--- config.mk ---
export PLATFORM = sky130hd
export DESIGN_NAME = tl_a_repeater
export DESIGN_NICKNAME = d
export VERILOG_FILES = /design/src/rtl/tl_a_pkg.sv /design/src/rtl/tl_a_repeater_sat_counter.sv /design/src/rtl/tl_a_repeater.sv
export SDC_FILE = /design/constraint.sdc
export NUM_CORES = 1
export LEC_CHECK = 0
export BUFFER_PORTS_ARGS = -buffer_cell sky130_fd_sc_hd__buf_2
export CAP_MARGIN = 5
export CELL_PAD_IN_SITES_DETAIL_PLACEMENT = 1
export CELL_PAD_IN_SITES_GLOBAL_PLACEMENT = 1
export CORE_MARGIN = 1.5
export CORE_UTILIZATION = 42
export CTS_CLUSTER_SIZE = 8
export DETAILED_ROUTE_END_ITERATION = 6
export GPL_TIMING_DRIVEN = 0
export PLACE_DENSITY_LB_ADDON = 0.1
export RECOVER_POWER = 50
export SETUP_SLACK_MARGIN = 0.4
export SKIP_CTS_REPAIR_TIMING = 1
export SLEW_MARGIN = 40
export SYNTH_ARGS = -nofsm -noshare
export SYNTH_HDL_FRONTEND = slang
export SYNTH_SLANG_ARGS = --single-unit
--- constraint.sdc ---
create_clock -name clock -period 4.5 [get_ports clock]
set_input_delay 1.125 -clock clock [delete_from_list [all_inputs] [get_ports clock]]
set_output_delay 1.125 -clock clock [all_outputs]
set_load 0.01 [all_outputs]
--- src/rtl/tl_a_pkg.sv ---
// Shared TileLink A-channel definitions: opcode encodings, default field
// widths and the packed beat record used by A-channel stages.
package tl_a_pkg;

   localparam int unsigned TL_ADDR_W   = 32;
   localparam int unsigned TL_SOURCE_W = 7;
   localparam int unsigned TL_SIZE_W   = 3;
   localparam int unsigned TL_MASK_W   = 4;
   localparam int unsigned TL_DATA_W   = 8 * TL_MASK_W;

   localparam logic [2:0] PUT_FULL      = 3'd0;
   localparam logic [2:0] PUT_PARTIAL   = 3'd1;
   localparam logic [2:0] ARITH         = 3'd2;
   localparam logic [2:0] LOGIC         = 3'd3;
   localparam logic [2:0] GET           = 3'd4;
   localparam logic [2:0] HINT          = 3'd5;
   localparam logic [2:0] ACQUIRE_BLOCK = 3'd6;
   localparam logic [2:0] ACQUIRE_PERM  = 3'd7;

   typedef struct packed {
      logic [2:0]             opcode;
      logic [2:0]             param;
      logic [TL_SIZE_W-1:0]   size;
      logic [TL_SOURCE_W-1:0] source;
      logic [TL_ADDR_W-1:0]   address;
      logic [TL_MASK_W-1:0]   mask;
      logic [TL_DATA_W-1:0]   data;
      logic                   corrupt;
   } tl_a_beat_t;

   // Only full-mask reads and writes may legally be held for replay.
   function automatic logic repeat_allowed(input logic [2:0] opcode);
      return (opcode == GET) || (opcode == PUT_FULL);
   endfunction

endpackage

--- src/rtl/tl_a_repeater_sat_counter.sv ---
// Saturating up-counter with synchronous clear; clear wins over increment.
module sat_counter #(
   parameter int unsigned W = 4
) (
   input  logic         clk_i,
   input  logic         rst_ni,
   input  logic         clr_i,
   input  logic         inc_i,
   output logic [W-1:0] cnt_o
);

   logic [W-1:0] cnt_q;
   logic [W-1:0] cnt_d;

   // Next count: clear, hold at all-ones, or step by one.
   always_comb begin
      cnt_d = cnt_q;
      if (clr_i) begin
         cnt_d = '0;
      end else if (inc_i && (cnt_q != '1)) begin
         cnt_d = cnt_q + W'(1);
      end
   end

   // Count register.
   always_ff @(posedge clk_i or negedge rst_ni) begin
      if (!rst_ni) begin
         cnt_q <= '0;
      end else begin
         cnt_q <= cnt_d;
      end
   end

   assign cnt_o = cnt_q;

endmodule

--- src/rtl/tl_a_repeater.sv ---
// One-entry TileLink A-channel repeater. Beats pass straight through until
// the downstream stage fires with the repeat request; that beat is captured
// and replayed (upstream stalled) until a fire without repeat releases it.
// The repeat request port is named repeat_i because `repeat` is reserved.
module tl_a_repeater
   import tl_a_pkg::*;
#(
   parameter int unsigned ADDR_W   = 32,
   parameter int unsigned SOURCE_W = 7,
   parameter int unsigned SIZE_W   = 3,
   parameter int unsigned MASK_W   = 4,
   parameter int unsigned CNT_W    = 4
) (
   input  logic                  clock,
   input  logic                  reset_n,
   // upstream A channel
   input  logic                  enq_valid,
   output logic                  enq_ready,
   input  logic [2:0]            enq_opcode,
   input  logic [2:0]            enq_param,
   input  logic [SIZE_W-1:0]     enq_size,
   input  logic [SOURCE_W-1:0]   enq_source,
   input  logic [ADDR_W-1:0]     enq_address,
   input  logic [MASK_W-1:0]     enq_mask,
   input  logic [8*MASK_W-1:0]   enq_data,
   input  logic                  enq_corrupt,
   // downstream A channel
   output logic                  deq_valid,
   input  logic                  deq_ready,
   output logic [2:0]            deq_opcode,
   output logic [2:0]            deq_param,
   output logic [SIZE_W-1:0]     deq_size,
   output logic [SOURCE_W-1:0]   deq_source,
   output logic [ADDR_W-1:0]     deq_address,
   output logic [MASK_W-1:0]     deq_mask,
   output logic [8*MASK_W-1:0]   deq_data,
   output logic                  deq_corrupt,
   // repeat control and status
   input  logic                  repeat_i,
   output logic                  full,
   output logic [MASK_W-1:0]     saved_mask,
   output logic [CNT_W-1:0]      repeat_cnt,
   output logic                  protocol_err
);

   typedef enum logic {
      ST_IDLE = 1'b0,
      ST_HELD = 1'b1
   } state_e;

   state_e     state_q;
   tl_a_beat_t beat_q;
   logic       err_q;

   tl_a_beat_t enq_beat;
   tl_a_beat_t deq_beat;
   logic       held;
   logic       deq_fire;
   logic       cnt_clr;
   logic       cnt_inc;

   assign held = (state_q == ST_HELD);

   // Pack the upstream payload into the shared beat record.
   always_comb begin
      enq_beat         = '0;
      enq_beat.opcode  = enq_opcode;
      enq_beat.param   = enq_param;
      enq_beat.size    = enq_size;
      enq_beat.source  = enq_source;
      enq_beat.address = enq_address;
      enq_beat.mask    = enq_mask;
      enq_beat.data    = enq_data;
      enq_beat.corrupt = enq_corrupt;
   end

   // Zero-latency handshake: replaying beats own the output and stall upstream.
   assign deq_valid = enq_valid | held;
   assign enq_ready = deq_ready & ~held;
   assign deq_fire  = deq_valid & deq_ready;
   assign deq_beat  = held ? beat_q : enq_beat;

   assign deq_opcode  = deq_beat.opcode;
   assign deq_param   = deq_beat.param;
   assign deq_size    = deq_beat.size;
   assign deq_source  = deq_beat.source;
   assign deq_address = deq_beat.address;
   assign deq_mask    = deq_beat.mask;
   assign deq_data    = deq_beat.data;
   assign deq_corrupt = deq_beat.corrupt;

   // Capture/replay state, held payload and sticky protocol error.
   always_ff @(posedge clock or negedge reset_n) begin
      if (!reset_n) begin
         state_q <= ST_IDLE;
         beat_q  <= '0;
         err_q   <= 1'b0;
      end else begin
         if (deq_fire && repeat_i && !repeat_allowed(deq_beat.opcode)) begin
            err_q <= 1'b1;
         end
         case (state_q)
            ST_IDLE: begin
               if (deq_fire && repeat_i) begin
                  state_q <= ST_HELD;
                  beat_q  <= enq_beat;
               end
            end
            ST_HELD: begin
               if (deq_fire && !repeat_i) begin
                  state_q <= ST_IDLE;
               end
            end
            default: state_q <= ST_IDLE;
         endcase
      end
   end

   // Counter restarts on capture and release; only replays while held step it.
   assign cnt_inc = deq_fire & held & repeat_i;
   assign cnt_clr = deq_fire & ~(held & repeat_i);

   sat_counter #(
      .W (CNT_W)
   ) u_repeat_cnt (
      .clk_i  (clock),
      .rst_ni (reset_n),
      .clr_i  (cnt_clr),
      .inc_i  (cnt_inc),
      .cnt_o  (repeat_cnt)
   );

   assign full         = held;
   assign saved_mask   = held ? beat_q.mask : '0;
   assign protocol_err = err_q;

endmodule
==> Word-level counts from Yosys, hierarchy flattened <==
Cells that the tools add are included.
{ "word_totals": {"regBits": 91, "latch_bits": 0, "mem_bits_rw": 0, "romBits": 0, "word_cells": 40, "n_memories": 0} }
{ "op_classes": {"addsub": 1, "multipliers": 0, "n_div": 0, "order_cmp": 0, "eq_ne": 2, "n_shift": 0, "muxes": 7, "bitwise_logic": 9, "reduce_logical": 10} }
{ "ops": {"columns": ["cell", "n"], "rows": [
  ["two-way mux 85 bit", 1],
  ["two-way mux 4 bit", 3],
  ["bitwise AND 1 bit", 6],
  ["adder 4 x 1 -> 4 bit, second input constant", 1],
  ["logical AND 1 bit", 4],
  ["inequality test 4 bit, second input constant", 1],
  ["equality test 3 bit, second input constant", 1],
  ["logical NOT 3 bit", 1],
  ["logical NOT 1 bit", 2],
  ["two-way mux 1 bit", 2],
  ["NOT 1 bit", 2],
  ["one-hot mux 1 bit (2 select lines)", 1],
  ["AND reduction 2 bit", 1],
  ["nonzero test 2 bit", 1],
  ["logical OR 1 bit", 1],
  ["bitwise OR 1 bit", 1]
]} }

==> Logic depth before layout (Yosys ltp) <==
Gate-level depths: netlist of the first run.
{ "logic_depth": {"ltp_word": 7, "mapped_depth": 4, "mapped_depth_nobuf": 4} }

==> Modules after synthesis <==
Synthesis of the first run repeated with hierarchy kept, for this count alone.
{ "hier_totals": {"hier_cells": 312, "area_unflattened_um2": 4729.5} }
{ "modules_own_cells": {"columns": ["module", "instances", "cells_each", "area_each_um2"], "rows": [
  ["tl_a_repeater", 1, 292, 4500.6],
  ["sat_counter", 1, 20, 229.0]
]} }

==> Worst setup path after synthesis of the first run <==
No wires, ideal clock.
{ "synth_timing": {"kind": "input to output", "start": "in enq_valid", "end": "out deq_valid", "arrival_time_ns": 1.423, "t_required_ns": 3.375, "setup_slack_ns": 1.952, "cell_stages": 1, "n_path_buf": 0, "cell_sequence": "or2_2"} }
{ "synth_via": {"elab_chain_len": 1} }
{ "synth_lines": {"columns": ["element", "line", "source"], "rows": [
  ["from (decl)", "tl_a_repeater.sv:17", "input logic enq_valid,"],
  ["bitwise OR 1 bit", "tl_a_repeater.sv:78", "assign deq_valid = enq_valid | held;"],
  ["to (decl)", "tl_a_repeater.sv:28", "output logic deq_valid,"]
]} }
No other way between the ends.

==> results of run 1 <==
[final timing paths]
path                              start           end  slack, ns  cells after the start
setup / recovery                reset_n    beat_q[76]       1.18                      2
min in group asynchronous       reset_n    beat_q[14]       0.92                      1
max in group clock            flip-flop   deq_mask[3]       1.18                      4
setup reg to reg              flip-flop    beat_q[26]       2.12                      4
hold reg to reg            protocol_err  protocol_err       0.49                      1
hold / removal             protocol_err  protocol_err       0.49                      1
[power by group through the flow]
| stage | Sequential [mW] | Combinational [mW] | Clock [mW] |
|---|---|---|---|
| finish | 1.10 | 0.780 | 0.493 |
| global route | 1.12 | 0.853 | 0.540 |
| CTS | 1.10 | 0.810 | 0.517 |
| detailed placement | 1.11 | 0.804 | 0 |
| global placement | 1.09 | 0.777 | 0 |
| floorplan | 1.08 | 0.535 | 0 |
[state kept, by name, summed over array words and instances, names as in the netlist, named ones only]
register	cells
beat_q	85
protocol_err	1
u_repeat_cnt.cnt_o	4
[layout make-up]
class | instances | area, sq um | share of cell area (%)
sequential | 91 | 2277 | 38.34
multi-input combinational | 201 | 2277 | 38.34
timing repair buffer | 187 | 933.4 | 15.72
tap | 140 | 175.2 | 2.949
clock buffer | 13 | 148.9 | 2.507
buffer | 19 | 105.1 | 1.770
clock inverter | 2 | 12.51 | 0.2107
inverter | 2 | 7.507 | 0.1264
antenna | 1 | 2.502 | 0.04213
[per-stage QoR]
step                      std cells  hold WS, ns
after floorplan                 313       0.4736
after detailed placement        640       0.4622
final                           656       0.4877
after global placement          639       0.4553
after global routing            656       0.5135
after CTS                       655       0.4853
[cell usage after synthesis]
cell type / instances / area share [%]
o31ai_1: 2 / 0.32
o21ai_0: 2 / 0.21
inv_1: 2 / 0.16
dfrtp_1: 91 / 48
buf_4: 1 / 0.16
nand4b_1: 1 / 0.19
buf_6: 5 / 1.2
or3b_1: 1 / 0.19
and2_1: 4 / 0.53
ha_1: 1 / 0.27
nand2b_1: 2 / 0.27
a21boi_0: 1 / 0.16
and3_1: 1 / 0.13
buf_2: 13 / 1.4
nand3_1: 3 / 0.32
or2_2: 1 / 0.13
nor2_1: 1 / 0.080
mux2_2: 120 / 29
mux2_4: 50 / 16
nor2b_1: 1 / 0.13
o21bai_1: 1 / 0.16
or3_1: 3 / 0.40
a21oi_1: 6 / 0.64
[cell families after synthesis]
| logic type | Yosys count | synth area share (%) |
|---|---|---|
| AO/OA/AOI/OAI | 12 | 1.488 |
| flip-flops | 91 | 48.35 |
| adder cells (fa/ha/maj) | 1 | 0.2656 |
| AND/OR/NAND/NOR | 18 | 2.365 |
| buffers and inverters | 21 | 2.896 |
| multiplexers | 170 | 44.63 |
[cells in the final DEF, fill, tap and decap left out, types with 2 or more instances in the layout]
master	count
buf_2	193
mux2_2	119
dfrtp_1	91
mux2_4	45
clkbuf_1	12
clkbuf_8	10
mux2_1	6
a21oi_1	6
and2_1	4
buf_6	3
nand3_1	3
or3_1	3
inv_1	2
o31ai_1	2
nand2b_1	2
o21ai_0	2
[layer usage]
| metal | routed length (microns) | track usage, % | up-vias |
|---|---|---|---|
| li1 | - | - | 1522 |
| met1 | 4375 | 21.64 | 1661 |
| met2 | 5911 | 35.80 | 114 |
| met3 | 1013 | 8.727 | 14 |
| met4 | 212 | 7.801 | 0 |
| met5 | 0 | 0 | - |
==> summary.txt, run 1 <==
Floorplan
  • Core box area: roughly 11,000 sq um
  • Die area: 11,860 sq um
  • # rows: 38
  • DIE HEIGHT: 108.9 microns
  • Initial Util: 43.25%
  • Die Width: 108.9 microns
  • Io pins: 187

Layout
  • Final instance area: 5939 sq um
  • Layout cells sized above 1: 72.62%
  • Layout Nets: between 600 and 700
  • FILL cells: about 1.2k
  • Util after Layout: 54.55%
  • P&R area growth vs syn: 26.12%

Timing
  • Hold Violations, Final: 0
  • Final worst slack: 1.179 ns
  • Period utilization: 73.81%
  • Setup_tns: 0 ns
  • Worst slew pin tran: roughly 1.8 ns
  • RSZ-0062 raised after global routing: false
  • Slew Limit Fails: 73
  • Skew final: 0.007647 ns
  • Max_slew headroom: -22.91%
  • Setup Viol. Count Final: 0
  • Fmax: ~300 MHz
  • Final critical-path required period: approximately 3.3 ns

Global routing
  • Initial antenna violation count: 1
  • Largest net degree at the start of global routing: 73
  • GRT Total Usage: between 20% and 30%
  • Vias in the first global route: between 3k and 4k
  • GRT overflow: 0
  • First-pass GRT wire length: 18,260 microns

Power and ir drop
  • Int Pwr: 1.670 mW
  • Clock power frac: 20.8%
  • Logic gate share of total power: 32.9%
  • Pwr/cell area: 398.8 nW/um^2
  • Psw: 698.6 uW
  • Sequential Power Share: a little under half
  • Switching part of the total power: 29.49%
  • Worst VDD drop: 244.4 uV
  • Power Total: around 2.4 mW
  • Pleak: 2.981 nW

Worst hold path
  • Type of the worst min-delay path: flip-flop to flip-flop

Drt
  • Total Wirelength: 11,510 microns
  • First DRT Iteration DRCs: 62
  • Via count: approximately 3.3k
  • DR WL/cell: 17.55 microns
  • ANT nets after route: 0
  • Drt drc: 0
  • First-pass DRT Iterations: 3
  • Via-to-Cell Ratio: between 5 and 6

Clock tree
  • Clock transition at path regs: 0.08 ns
  • CTS sink cnt: 91
  • H-tree level count: 3
  • Clock Latency Late Sink: between 0.3 and 0.4 ns
  • Cts bufs inserted: 9
  • CTS tree: yes
  • CTS root buf: clkbuf_8
  • Clock buffer depth: 2

Yosys
  • Post-synth cell types: 23
  • Synthesis warning total: 0
  • Seq/Total Area, Yosys: between 40% and 50%
  • Gate Count Post-Synth: 313
  • Syn nets: slightly above 400
  • #FFs+latches synth: 91
  • Syn Std Cell Area: approximately 4700 sq um
  • Synthesized area per cell: 15.05 sq um

Setup path
  • Worst path max stage delay: 1.46 ns
  • Startpoint types: input pin
  • Top delay family on crit path: buffers and inverters
  • Worst setup path category: input pin to async pin
  • Critical Path, Cell by Cell: clkbuf_1 -> clkbuf_2
  • Critical path buffers and inverters: 2
  • Crit end category: async pin
  • Critical Path RT: 4.63 ns
  • Slowest-stage cell, CP: clkbuf_2
  • Max FO, Critical Path: 72
  • Data arrival, critical path: 3.45 ns

Placement
  • Pre-CTS setup slack: 1.697 ns
  • Placement Cell Area: 5853 sq um
  • DP Wirelength: 8594 microns
  • Routability congestion estimate from global placement: between 0.7 and 0.8
  • Port Buf Inserts: 186

Job
  • Maxcap violations: 1

Status
  • Status: finished, violations left
  • Failing checks: max-capacitance violations, max-slew violations
Power figures use the tool's default switching activity.
==> run 2: changes to the inputs <==
- CORE_UTILIZATION: 42 -> 39
- clock period: 4.5 -> 3.1 ns (I/O delays scaled with it)
==> run 2 against run 1 <==
Compared with the run above:
- the run still ends with max-capacitance violations, max-slew violations left
- total power rose by 58%
- wire length fell by 0.36%
- global-route usage fell by 1.9 points
- core utilization fell by 2.0 points
- via count barely moved
- clock skew fell by 0.0046 ns
- count of clock-buffer cells in the layout fell by 2
- clock power rose by 100%
- largest cell class is now multi-input combinational cells
==> summary.txt, run 2 (synthesis gave the netlist of run 1 again) <==
Clock tree
  • H-tree level count: 3
  • CTS tree: yes
  • Clock Latency Late Sink: 0.34 ns
  • Clock buffer depth: 2
  • CTS sink cnt: 91
  • Clock transition at path regs: 0.06 ns
  • Cts bufs inserted: 9
  • CTS root buf: clkbuf_16

Drt
  • First DRT Iteration DRCs: 122
  • Total Wirelength: approximately 11,000 microns
  • DR WL/cell: 17.46 microns
  • First-pass DRT Iterations: 3
  • Drt drc: 0
  • ANT nets after route: 0
  • Via-to-Cell Ratio: 5.038
  • Via count: roughly 3.3k

Timing
  • Slew Limit Fails: 26
  • Setup Viol. Count Final: 0
  • RSZ-0062 raised after global routing: false
  • Hold Violations, Final: 0
  • Final worst slack: approximately 0.54 ns
  • Max_slew headroom: -4.701%
  • Worst slew pin tran: between 1.5 and 2 ns
  • Fmax: between 300 and 400 MHz
  • Period utilization: 82.51%
  • Skew final: 0.003086 ns
  • Final critical-path required period: 2.558 ns
  • Setup_tns: 0 ns

Setup path
  • Crit end category: primary output
  • Most Frequent Cell on Critical Path: buf_2
  • Startpoint types: flip-flop
  • Max FO, Critical Path: 10
  • Worst path max stage delay: 0.43 ns
  • Slowest-stage cell, CP: dfrtp_1
  • Data arrival, critical path: between 1.5 and 2 ns
  • Critical Path RT: about 2.3 ns
  • Critical Path, Cell by Cell: buf_4 -> buf_2 -> mux2_2 -> buf_2
  • Worst setup path category: flip-flop to primary output
  • Critical path buffers and inverters: 3
  • Top delay family on crit path: buffers and inverters

Layout
  • Max reg flops: 85
  • Top reg by flops: beat_q
  • Storage cell area: 2277 sq um
  • N_diodes: 0
  • Layout Nets: between 600 and 700
  • FILL cells: 1,274
  • Most common cell after layout, fill and taps aside: buf_2
  • Final instance area: between 6000 and 7000 sq um
  • Most frequent cells in the layout: 183 x buf_2, 120 x mux2_2, 91 x dfrtp_1
  • Util after Layout: 52.51%
  • Layout cells sized above 1: 73.54%
  • P&R area growth vs syn: 29.49%
  • Multi-input gate area: 2296 sq um

Global routing
  • Largest net degree at the start of global routing: 67
  • M2 GR Usage: between 30% and 40%
  • GRT Total Usage: 18.52%
  • GR Layer Usage met3: 5.624%
  • Met1 usage: 22.73%
  • Vias in the first global route: roughly 3.6k
  • First-pass GRT wire length: 18,400 microns
  • GRT overflow: 0
  • Most used routing layer: met2
  • Initial antenna violation count: 0

Power and ir drop
  • Pleak: 3.060 nW
  • Int Pwr: approximately 2.7 mW
  • Sequential Power Share: between 40% and 50%
  • Logic gate share of total power: 30.7%
  • Clock power frac: 26.9%
  • Psw: about 1.0 mW
  • Worst VDD drop: 268.5 uV
  • Pwr/cell area: 615.1 nW/um^2
  • Switching part of the total power: approximately 28%

Placement
  • Port Buf Inserts: 186
  • Placement Cell Area: 5857 sq um
  • Pre-CTS setup slack: between 0.7 and 0.8 ns
  • Routability congestion estimate from global placement: 0.7323
  • DP Wirelength: 8521 microns

Worst hold path
  • Type of the worst min-delay path: flip-flop to flip-flop

Status
  • Failing checks: max-capacitance violations, max-slew violations
  • Status: finished, violations left

Floorplan
  • Die area: 12,740 sq um
  • # rows: 39
  • Initial Util: between 40% and 50%
  • Core box area: between 10,000 and 15,000 sq um
  • DIE HEIGHT: 112.9 microns
  • Die Width: 112.9 microns
  • Io pins: about 190

Job
  • Maxcap violations: 1
run 2: cell types whose count changed in the layout (fill, tap and decap cells not counted), moves of 5 or more:
cell / delta
mux2_1: -6
clkbuf_16: +9
buf_2: -10
mux2_4: +5
clkbuf_4: +5
clkbuf_8: -8
run 2: power by group through the flow:
stage	clock network (mW)	registers, mW	logic (mW)
2_1_floorplan	0	1.57	0.776
3_3_place_gp	0	1.59	1.13
3_5_place_dp	0	1.61	1.16
4_1_cts	1.04	1.59	1.17
5_1_grt	1.10	1.63	1.25
6_report	1.01	1.59	1.15
run 2: stage by stage:
stage / instances / hold WS [ns] / power (mW)
after CTS: 657 / 0.2719 / 3.810
after floorplan: 313 / 0.4736 / 2.342
final: 657 / 0.4791 / 3.751
after global routing: 657 / 0.5165 / 3.970
after detailed placement: 643 / 0.4620 / 2.775
after global placement: 642 / 0.4590 / 2.720
run 2: layout make-up:
| cell class | count | area share, % |
|---|---|---|
| tap | 143 | 2.934 |
| sequential | 91 | 37.34 |
| multi-input combinational | 201 | 37.65 |
| inverter | 2 | 0.1231 |
| clock buffer | 11 | 4.144 |
| buffer | 19 | 1.990 |
| timing repair buffer | 187 | 15.57 |
| clock inverter | 3 | 0.2462 |
run 2: worst reg2reg max path: cells and delay by family, from the launching register on:
| kind | cells | cell delay, ns |
|---|---|---|
| mux | 1 | 0.36 |
| flops | 1 | 0.43 |
| simple gates | 1 | 0.24 |
| buf+inv | 2 | 1.24 |
run 2: path summary, 6_finish.rpt:
| path | cells after the start | startpoint | to | slack, ns |
|---|---|---|---|---|
| setup reg to reg | 4 | flip-flop | beat_q[37] | 0.72 |
| max in group asynchronous | 2 | reset_n | beat_q[59] | 1.25 |
| hold / removal | 1 | protocol_err | protocol_err | 0.48 |
| hold reg to reg | 1 | protocol_err | protocol_err | 0.48 |
| min in group asynchronous | 1 | reset_n | beat_q[9] | 0.82 |
| setup / recovery | 4 | flip-flop | deq_data[27] | 0.54 |
run 2: metal layers:
| metal | vias to the layer above | share of wire [%] |
|---|---|---|
| met1 | 1657 | 41 |
| met2 | 111 | 50 |
| met5 | - | 0 |
| met3 | 12 | 7.3 |
| li1 | 1530 | - |
| met4 | 0 | 1.2 |
==> run 3: changes to the inputs <==
- CORE_UTILIZATION: 39 -> 35
- clock period: 3.1 -> 2.35 ns (I/O delays scaled with it)
==> run 3 against run 2 <==
Compared with the run above:
- sequential power up 32%
- clock power rose by 50%
- cell count grew 6.2%
- largest power group unchanged
- hold slack better by 0.0045 ns
- critical path type unchanged
- worst setup slack got worse by 0.34 ns
- the flow now finishes without violations
- highest routed layer unchanged
==> summary.txt, run 3 (synthesis gave the netlist of run 1 again) <==
Status
  • Status: finished clean

Clock tree
  • Clock transition at path regs: 0.07 ns
  • Clock Latency Late Sink: about 0.35 ns
  • Clock buffer depth: 2
  • CTS root buf: clkbuf_16
  • H-tree level count: 3
  • Cts bufs inserted: 9
  • CTS tree: yes
  • CTS sink cnt: 91

Drt
  • DR WL/cell: 16.89 microns
  • First DRT Iteration DRCs: 117
  • Via count: about 3.3k
  • Drt drc: 0
  • Total Wirelength: 11,790 microns
  • First-pass DRT Iterations: 4
  • Via-to-Cell Ratio: 4.795
  • ANT nets after route: 0

Worst hold path
  • Type of the worst min-delay path: input pin to flip-flop
  • Hold path start: enq_data[20]

Layout
  • Most frequent cells in the layout: 180 x buf_2, 119 x mux2_2, 90 x dfrtp_1
  • N_diodes: 0
  • Final instance area: 6334 sq um
  • Util after Layout: just under 50%
  • Layout cells sized above 1: 74.90%
  • Layout Nets: about 600
  • Most common cell after layout, fill and taps aside: buf_2
  • Max reg flops: 85
  • Top reg by flops: beat_q
  • P&R area growth vs syn: 34.48%

Global routing
  • Initial antenna violation count: 0
  • Largest net degree at the start of global routing: 57
  • GRT Total Usage: between 10% and 20%
  • GRT overflow: 0
  • Vias in the first global route: 3,625
  • First-pass GRT wire length: roughly 19,000 microns

Placement
  • Placement Cell Area: 5891 sq um
  • DP Wirelength: 8627 microns
  • Routability congestion estimate from global placement: ~0.67
  • Port Buf Inserts: 186

Timing
  • Worst slew pin tran: 1.433 ns
  • Setup_tns: 0 ns
  • RSZ-0062 raised after global routing: true
  • Max_slew headroom: 4.476%
  • Skew final: ~0.0044 ns
  • Slew Limit Fails: 0
  • Final critical-path required period: 2.145 ns
  • Hold Violations, Final: 0
  • Setup Viol. Count Final: 0
  • Fmax: 466.3 MHz
  • Period utilization: 91.26%

Setup path
  • Crit end category: primary output
  • Critical Path RT: around 1.8 ns
  • Critical Path, Cell by Cell: buf_12 -> buf_8 -> mux2_2 -> buf_2
  • Critical path buffers and inverters: 3
  • Data arrival, critical path: ~1.6 ns
  • Top delay family on crit path: buffers and inverters
  • Reg2Reg Setup Slack: 0.29 ns
  • Max FO, Critical Path: 10
  • Worst path max stage delay: around 0.4 ns
  • Worst setup path category: flip-flop to primary output
  • Slowest-stage cell, CP: dfrtp_2
  • Startpoint types: flip-flop

Power and ir drop
  • Clock power frac: 29.2%
  • Logic gate share of total power: 30.4%
  • Psw: 1.417 mW
  • Worst VDD drop: about 420 uV
  • Sequential Power Share: 40.4%
  • Switching part of the total power: 27.27%
  • Pleak: 3.152 nW
  • Int Pwr: 3.777 mW
  • Power Total: approximately 5.2 mW
  • Pwr/cell area: around 820 nW/um^2

Floorplan
  • DIE HEIGHT: 119 microns
  • Die area: 14,160 sq um
  • Initial Util: around 36%
  • Die Width: between 100 and 150 microns
  • Io pins: 187
  • # rows: 42
  • Core box area: 13,190 sq um

Job
  • Maxcap violations: 0
run 3: cell types whose count changed in the layout (fill, tap and decap cells not counted), sizes merged:
cell and change:
buf +10, bufinv +1, clkbuf -3, clkinv -1, clkinvlp +1
run 3: layout make-up:
| cell class | instances | area (sq um) |
|---|---|---|
| Clock inverter | 4 | 47.55 |
| Tap cell | 176 | 220.2 |
| Buffer | 19 | 215.2 |
| Multi-Input combinational cell | 201 | 2303 |
| Sequential cell | 91 | 2278 |
| Timing Repair Buffer | 193 | 994.7 |
| Inverter | 2 | 7.507 |
| Clock buffer | 12 | 266.5 |
| Fill cell | 1404 | 6857 |
run 3: worst paths after layout:
path	end	cells after the start
max in group asynchronous	async pin	2
worst max-delay path	deq_address[1]	4
worst max register to register	beat_q[4]	5
worst min register to register	protocol_err	1
worst min-delay path	beat_q[21]	2
min in group asynchronous	beat_q[6]	1
run 3: through the flow:
step                hold WS (ns)  worst slack (ns)  std cells
finish                    0.4837            0.2054        698
global route              0.4737           0.08090        698
CTS                       0.1644           -0.2404        692
detailed placement        0.4646            0.1603        676
global placement          0.4646           -0.3592        675
floorplan                 0.2919            0.5383        313
run 3: power groups by stage:
stage / clock network, mW / registers, mW / logic (mW)
final: 1.52 / 2.10 / 1.58
after global routing: 1.63 / 2.14 / 1.72
after CTS: 1.58 / 2.10 / 1.55
after detailed placement: 0 / 2.12 / 1.53
after global placement: 0 / 2.10 / 1.50
after floorplan: 0 / 2.07 / 1.02
run 3: per-layer routing:
layer | vias up | track usage, % | wire, microns
li1 | 1543 | - | -
met1 | 1685 | 20.88 | 4968
met2 | 108 | 28.29 | 5825
met3 | 11 | 7.136 | 854
met4 | 0 | 4.066 | 138
met5 | - | 0 | 0
run 3: worst reg2reg max path, cell delays in order (launching register included):
cell	delay, ns
dfrtp_2	0.40
clkbuf_4	0.14
nand4b_1	0.18
clkbuf_1	0.63
buf_6	0.28
mux2_4	0.32
